## config.mk

```make
export PLATFORM = sky130hd
export DESIGN_NAME = led_chain_driver
export DESIGN_NICKNAME = d
export VERILOG_FILES = /design/src/rtl/led_chain_driver_pkg.sv /design/src/rtl/led_chain_driver_clk_div.sv /design/src/rtl/led_chain_driver.sv
export SDC_FILE = /design/constraint.sdc
export NUM_CORES = 1
export LEC_CHECK = 0
export BUFFER_PORTS_ARGS = -buffer_cell sky130_fd_sc_hd__buf_2
export CORE_UTILIZATION = 45
export CTS_BUF_LIST = sky130_fd_sc_hd__clkbuf_16
export CTS_CLUSTER_SIZE = 8
export DETAILED_ROUTE_END_ITERATION = 10
export GPL_TIMING_DRIVEN = 0
export MAX_ROUTING_LAYER = met4
export PLACE_DENSITY = 0.73
export SLEW_MARGIN = 20
export SYNTH_ARGS = -nofsm -noshare
export SYNTH_HDL_FRONTEND = slang
export SYNTH_HIERARCHICAL = 1
export SYNTH_SLANG_ARGS = --single-unit
```

## constraint.sdc

```tcl
create_clock -name clk -period 5.2 [get_ports clk]
set_input_delay 0.26 -clock clk [delete_from_list [all_inputs] [get_ports clk]]
set_output_delay 0.26 -clock clk [all_outputs]
set_load 0.02 [all_outputs]
```

## src/rtl/led_chain_driver_pkg.sv

```systemverilog
// Shared types and defaults for the cascaded LED shift-register driver.
package led_pkg;

  // Frame sequencer states
  typedef enum logic [1:0] {
    IDLE,
    SHIFT,
    LATCH
  } led_state_e;

  localparam int unsigned DEF_DATA_W  = 16;
  localparam int unsigned DEF_CLK_DIV = 2;

  // Bits per frame for a chain of n_chain devices of data_w bits each
  function automatic int unsigned led_total(input int unsigned data_w,
                                            input int unsigned n_chain);
    return data_w * n_chain;
  endfunction

endpackage

```

## src/rtl/led_chain_driver_clk_div.sv

```systemverilog
// Half-period tick generator for the serial shift clock.
// tick is high for one clk cycle every CLK_DIV cycles; restart holds the
// counter at zero so the first half-period of a frame is always full length.
module led_clk_div
  import led_pkg::*;
#(
  parameter int unsigned CLK_DIV = DEF_CLK_DIV
) (
  input  logic clk,
  input  logic rst,
  input  logic restart,
  output logic tick
);

  localparam int unsigned CNT_W = $clog2(CLK_DIV + 1);
  localparam logic [CNT_W-1:0] LAST = CNT_W'(CLK_DIV - 1);

  logic [CNT_W-1:0] cnt_q, cnt_d;

  // Next count and tick decode
  always_comb begin
    cnt_d = cnt_q;
    tick  = 1'b0;
    if (restart) begin
      cnt_d = '0;
    end else if (cnt_q == LAST) begin
      cnt_d = '0;
      tick  = 1'b1;
    end else begin
      cnt_d = cnt_q + 1'b1;
    end
  end

  // Divider counter register
  always_ff @(posedge clk or posedge rst) begin
    if (rst) cnt_q <= '0;
    else     cnt_q <= cnt_d;
  end

endmodule

```

## src/rtl/led_chain_driver.sv

```systemverilog
// Serial driver for cascaded 74HC595-style LED shift registers: captures a
// frame on load, shifts it out on sdo/sclk, then pulses latch. A one-deep
// pending slot holds the next frame (newest wins) while one is in flight.
module led_chain_driver
  import led_pkg::*;
#(
  parameter int unsigned DATA_W       = DEF_DATA_W,
  parameter int unsigned N_CHAIN      = 1,
  parameter int unsigned CLK_DIV      = DEF_CLK_DIV,
  parameter bit          MSB_FIRST    = 1'b1,
  parameter int unsigned LATCH_HALVES = 2,
  localparam int unsigned TOTAL       = led_total(DATA_W, N_CHAIN)
) (
  input  logic             clk,
  input  logic             rst,
  input  logic [TOTAL-1:0] data,
  input  logic             load,
  output logic             ready,
  output logic             busy,
  output logic             sclk,
  output logic             sdo,
  output logic             latch,
  output logic             done
);

  localparam int unsigned BIT_W  = $clog2(TOTAL + 1);
  localparam int unsigned HALF_W = $clog2(LATCH_HALVES + 1);
  localparam logic [BIT_W-1:0]  LAST_BIT  = BIT_W'(TOTAL - 1);
  localparam logic [BIT_W-1:0]  ALL_BITS  = BIT_W'(TOTAL);
  localparam logic [HALF_W-1:0] LAST_HALF = HALF_W'(LATCH_HALVES - 1);

  led_state_e        state_q, state_d;
  logic [TOTAL-1:0]  sr_q, sr_d;
  logic [TOTAL-1:0]  pend_q, pend_d;
  logic              pend_valid_q, pend_valid_d;
  logic [BIT_W-1:0]  bit_cnt_q, bit_cnt_d;
  logic [HALF_W-1:0] half_cnt_q, half_cnt_d;
  logic              sclk_q, sclk_d;
  logic              sdo_q, sdo_d;
  logic              latch_q, latch_d;
  logic              done_q, done_d;

  logic              tick;
  logic              div_restart;
  logic [TOTAL-1:0]  frame_sel;
  logic [TOTAL-1:0]  sr_shifted;

  // Bit presented on sdo for a given shift-register content
  function automatic logic first_bit(input logic [TOTAL-1:0] v);
    return MSB_FIRST ? v[TOTAL-1] : v[0];
  endfunction

  assign div_restart = (state_q == IDLE);

  led_clk_div #(
    .CLK_DIV(CLK_DIV)
  ) u_clk_div (
    .clk    (clk),
    .rst    (rst),
    .restart(div_restart),
    .tick   (tick)
  );

  // Next-state, datapath and output decode for the frame sequencer
  always_comb begin
    state_d      = state_q;
    sr_d         = sr_q;
    pend_d       = pend_q;
    pend_valid_d = pend_valid_q;
    bit_cnt_d    = bit_cnt_q;
    half_cnt_d   = half_cnt_q;
    sclk_d       = sclk_q;
    sdo_d        = sdo_q;
    latch_d      = latch_q;
    done_d       = 1'b0;
    frame_sel    = pend_valid_q ? pend_q : data;
    sr_shifted   = MSB_FIRST ? (sr_q << 1) : (sr_q >> 1);

    unique case (state_q)
      IDLE: begin
        sclk_d     = 1'b0;
        sdo_d      = 1'b0;
        latch_d    = 1'b0;
        bit_cnt_d  = '0;
        half_cnt_d = '0;
        // A pending frame takes priority; a load arriving the same cycle
        // refills the slot that is being emptied.
        if (pend_valid_q || load) begin
          sr_d         = frame_sel;
          sdo_d        = first_bit(frame_sel);
          state_d      = SHIFT;
          pend_valid_d = pend_valid_q && load;
          if (pend_valid_q && load) pend_d = data;
        end
      end

      SHIFT: begin
        if (tick) begin
          if (!sclk_q) begin
            sclk_d = 1'b1;
          end else begin
            sclk_d = 1'b0;
            if (bit_cnt_q == LAST_BIT) begin
              bit_cnt_d = ALL_BITS;
              latch_d   = 1'b1;
              state_d   = LATCH;
            end else begin
              bit_cnt_d = bit_cnt_q + 1'b1;
              sr_d      = sr_shifted;
              sdo_d     = first_bit(sr_shifted);
            end
          end
        end
      end

      LATCH: begin
        if (tick) begin
          if (half_cnt_q == LAST_HALF) begin
            half_cnt_d = '0;
            latch_d    = 1'b0;
            sdo_d      = 1'b0;
            done_d     = 1'b1;
            state_d    = IDLE;
          end else begin
            half_cnt_d = half_cnt_q + 1'b1;
          end
        end
      end

      default: state_d = IDLE;
    endcase

    // While a frame is in flight, any load lands in the pending slot
    if (state_q != IDLE && load) begin
      pend_d       = data;
      pend_valid_d = 1'b1;
    end
  end

  // State, datapath and output registers
  always_ff @(posedge clk or posedge rst) begin
    if (rst) begin
      state_q      <= IDLE;
      sr_q         <= '0;
      pend_q       <= '0;
      pend_valid_q <= 1'b0;
      bit_cnt_q    <= '0;
      half_cnt_q   <= '0;
      sclk_q       <= 1'b0;
      sdo_q        <= 1'b0;
      latch_q      <= 1'b0;
      done_q       <= 1'b0;
    end else begin
      state_q      <= state_d;
      sr_q         <= sr_d;
      pend_q       <= pend_d;
      pend_valid_q <= pend_valid_d;
      bit_cnt_q    <= bit_cnt_d;
      half_cnt_q   <= half_cnt_d;
      sclk_q       <= sclk_d;
      sdo_q        <= sdo_d;
      latch_q      <= latch_d;
      done_q       <= done_d;
    end
  end

  assign sclk  = sclk_q;
  assign sdo   = sdo_q;
  assign latch = latch_q;
  assign done  = done_q;
  assign busy  = (state_q != IDLE);
  assign ready = !pend_valid_q;

endmodule

```

==> metrics list <==
- Buffer type at the clock tree root: sky130_fd_sc_hd__clkbuf_16
* Area enclosed by the die boundary: 5480 um^2
- The worst register-to-register path has a setup slack of 2.89 ns.
* Power density normalized to cell area: 568 nW/um^2
* Maximum number of pins on one net before global-route repair: 35
* Biggest area consumer among synthesized cells: sky130_fd_sc_hd__dfrtp_1
- Via count of the first global-routing pass: 1620
- Final wirelength: 4320 um
- Across the run, the number of max-cap violations was 0.
- TritonCTS built the clock tree.
- WP data arrival: 2.48 ns
- Distinct cells, synth: 34
* Overall power consumption: 1.55 mW
* Critical path cell sequence: inv_1, ha_1, nor3b_2, buf_4, nand3b_1, a22o_2, a211oi_2, mux2_2
- Instance area at placement: 2560 um^2
- Port buffering added 24 buffers.
- Sequential fraction of the synthesis area: 50.4%
* Routability-driven placement congestion ratio: 0.808
- Mean instance size in the synthesized netlist: 10.7 um^2
- Worst slew margin: 65.1%
* Largest cells by area after synthesis: sky130_fd_sc_hd__dfrtp_1 (50%), sky130_fd_sc_hd__mux2_2 (8.2%), sky130_fd_sc_hd__mux2i_1 (6.9%), sky130_fd_sc_hd__o21ai_0 (4.9%), sky130_fd_sc_hd__nand2_1 (3.7%)
- After filler insertion, the fill cell instance count of the layout stands at 422.
* Post_cts resized: 0
- Post-synthesis instance area: 2330 um^2
* Post-Synthesis Cells: 219
* Largest stage delay on the critical path: 0.41 ns
- Clock skew on the completed layout was measured at 0.00464 ns.
- Data on the critical path is required at its endpoint by 5.37 ns.
- Latest clock arrival within the worst-skew pair: 0.28 ns
- The clock tree synthesis step divided the H-tree into 2 levels.
- Antenna violation net count after detailed routing: 0
- Starting utilization of the core area: 48.2%
- Setup repair after global routing left no endpoint under its margin.
- Final count of negative-setup-slack endpoints: 0
* Worst-margin pin slew: 0.522 ns
- 0 antenna diodes ended up in the layout.
- Setup tns final: 0 ns
* Detailed Routing Iterations Pass 1: 4
- Wire length of the first global-routing pass: 7320 um
- For this design, the slowest cell found on the critical path is sky130_fd_sc_hd__dfrtp_1.
* Syn. warnings: 6
- Counting every sink on the clock net gives 47.
- Routed WL per cell: 13.5 um
- Clock-pin slew was measured on the worst setup and hold paths at 0.06 ns.
- For this block, the via count after detailed routing is 1667.
- Row generation in the floorplan step produced 25 rows.
* GRT overflow: 0
* Final cycle utilization of the critical path: 44.5%
* Critical path startpoint category: flip-flop
- GR Util All Layers: 18.5%
- The critical path is of the flip-flop to flip-flop type.
* Hold Violations, Final: 0
- Max Clock Freq: 432 MHz
* Endpoint class of the critical path: flip-flop
- Longest Clk Path Bufs: 2
* Number of buffers added for setup after CTS: 0
* Height of the chip: 74.0 um
- Number of I/O pins: 25
- Summing all non-filler instances in the final layout gives an area of 2730 um^2.
- From left edge to right edge, the die measures 74.0 um.
* Number of antenna violations at the first check in global routing: 0
- The max-slew violation count is 0.
- Cells with a size suffix above 1 make up 27.3% of the layout.
- Maximum vdd drop: 0.257 mV
- The final layout contains 277 nets.
- Number of storage elements in the synthesis netlist: 47
- Number of DRC markers in iteration 0: 84
* Net count after synthesis: 244
- From synthesis to final layout, the design area changed by 17.0%.
- Number of buffers created by CTS: 5
- The HPWL after detailed placement is 3090 um.
- For this run, design rule violations remaining after detail routing come to 0.
* Run status: complete, no violations
- In this run the worst path has a maximum fanout of 10.
* Yosys top cell area share: 50.4%
- Worst min path class: primary input to flip-flop
- For this design the static power due to leakage is 1.29 nW.
- Core area: 4850 um^2
- Vias per cell: 5.21
* Fin crit period: 2.31 ns
[critical path: cells and delay by family (launching register included)]
kind                     cells  cell delay, ns
flip-flops                   1            0.41
multiplexers                 1            0.35
buffers and inverters        2            0.24
AND/OR/NAND/NOR              2            0.31
AO/OA/AOI/OAI                2            0.55
adder cells (fa/ha/maj)      1            0.33
[layout make-up]
cell class,instances,area (um^2),share of cell area [%]
clock inverters,3,38.8,1.42
well taps,67,83.8,3.07
repair buffers,26,150,5.49
multi-input cells,151,1040,38.1
inverters,8,30.0,1.10
clock buffers,5,125,4.58
plain buffers,13,87.6,3.21
flip-flops and latches,47,1180,43.0
[logic make-up after synthesis]
kind of cell,Yosys count,share of synthesized area (%)
flops,47,50.4
compound gates,48,12.6
simple gates,62,12.9
fa+ha+maj,7,3.64
mux,33,15.1
buf+inv,21,5.04
xor+xnor,1,0.375
[path summary, 6_finish.rpt]
kind,startpoint,end,cells after the start
worst min register to register,u_clk_div/cnt_q[0],u_clk_div/cnt_q[0],1
worst min-delay path,data[13],pend_q[13],2
min in group asynchronous,rst,u_clk_div/cnt_q[1],3
max in group asynchronous,rst,state_q[1],4
worst max register to register,state_q[0],sdo,8
worst max-delay path,state_q[0],sdo,8
[report_power, final]
group | switching (mW) | internal [mW] | total (mW)
clock | 0.128 | 0.224 | 0.352
combinational | 0.358 | 0.282 | 0.640
sequential | 0.0706 | 0.490 | 0.560
total | 0.556 | 0.996 | 1.55
[layer usage]
metal / vias up / global-route usage (%) / part of all wire (%)
met5: - / - / 0
li1: 826 / - / -
met3: 7 / 3.25 / 3.3
met2: 33 / 30.5 / 48
met4: 0 / 7.69 / 1.8
met1: 801 / 22.4 / 47
[stage by stage]
| stage | hold WS [ns] | util [%] | worst slack, ns | instances |
|---|---|---|---|---|
| detailed placement | 0.133 | 52.8 | 2.88 | 311 |
| CTS | 0.218 | 56.4 | 2.87 | 320 |
| global route | 0.221 | 56.4 | 2.73 | 320 |
| floorplan | 0.00118 | - | 3.09 | 219 |
| finish | 0.220 | 56.4 | 2.89 | 320 |
| global placement | 0.119 | 52.4 | 2.94 | 310 |
[flip-flops by register name, indices dropped and copies added, names as in the netlist]
signal,count
done,1
state_q,2
pend_q,16
u_clk_div/cnt_q,2
pend_valid_q,1
latch,1
half_cnt_q,2
sclk,1
bit_cnt_q,5
sdo,1
sr_q,15
[cells in the mapped netlist, drive strengths merged]
| library cell | instances |
|---|---|
| dfrtp | 47 |
| o21ai | 24 |
| nand2 | 23 |
| mux2 | 17 |
| mux2i | 16 |
| nor2 | 16 |
| a21oi | 14 |
| buf | 11 |
| inv | 8 |
| ha | 6 |
| nand2b | 5 |
| nor3b | 5 |
| nand3 | 4 |
| and2 | 3 |
| o32a | 3 |
| clkbuf | 2 |
| nor2b | 2 |
| nor3 | 2 |
| o31ai | 2 |
| a211oi | 1 |
| a221o | 1 |
| a22o | 1 |
| a31oi | 1 |
| and3 | 1 |
| maj3 | 1 |
| nand3b | 1 |
| o211a | 1 |
| xor2 | 1 |
[placed cells by master, fill, tap and decap left out, types with 2 or more instances in the layout]
| cell | instances |
|---|---|
| sky130_fd_sc_hd__mux2_2 | 17 |
| sky130_fd_sc_hd__nor2_1 | 16 |
| sky130_fd_sc_hd__nand2_1 | 23 |
| sky130_fd_sc_hd__nor2b_1 | 2 |
| sky130_fd_sc_hd__clkbuf_1 | 2 |
| sky130_fd_sc_hd__and2_1 | 3 |
| sky130_fd_sc_hd__inv_1 | 7 |
| sky130_fd_sc_hd__nand2b_1 | 5 |
| sky130_fd_sc_hd__buf_2 | 28 |
| sky130_fd_sc_hd__o32a_1 | 2 |
| sky130_fd_sc_hd__clkbuf_16 | 5 |
| sky130_fd_sc_hd__o21ai_0 | 23 |
| sky130_fd_sc_hd__dfrtp_1 | 47 |
| sky130_fd_sc_hd__mux2i_1 | 16 |
| sky130_fd_sc_hd__buf_4 | 5 |
| sky130_fd_sc_hd__ha_1 | 6 |
| sky130_fd_sc_hd__nor3b_2 | 2 |
| sky130_fd_sc_hd__buf_6 | 2 |
| sky130_fd_sc_hd__nor3b_1 | 3 |
| sky130_fd_sc_hd__nor3_1 | 2 |
| sky130_fd_sc_hd__nand3_1 | 4 |
| sky130_fd_sc_hd__a21oi_1 | 14 |
[timing repair]
item,4_1_cts,5_1_grt
hold buffers,1,0
endpoints found under the hold margin,13,0
endpoints found under the setup margin,0,0
(Power assumes the default switching activity.)
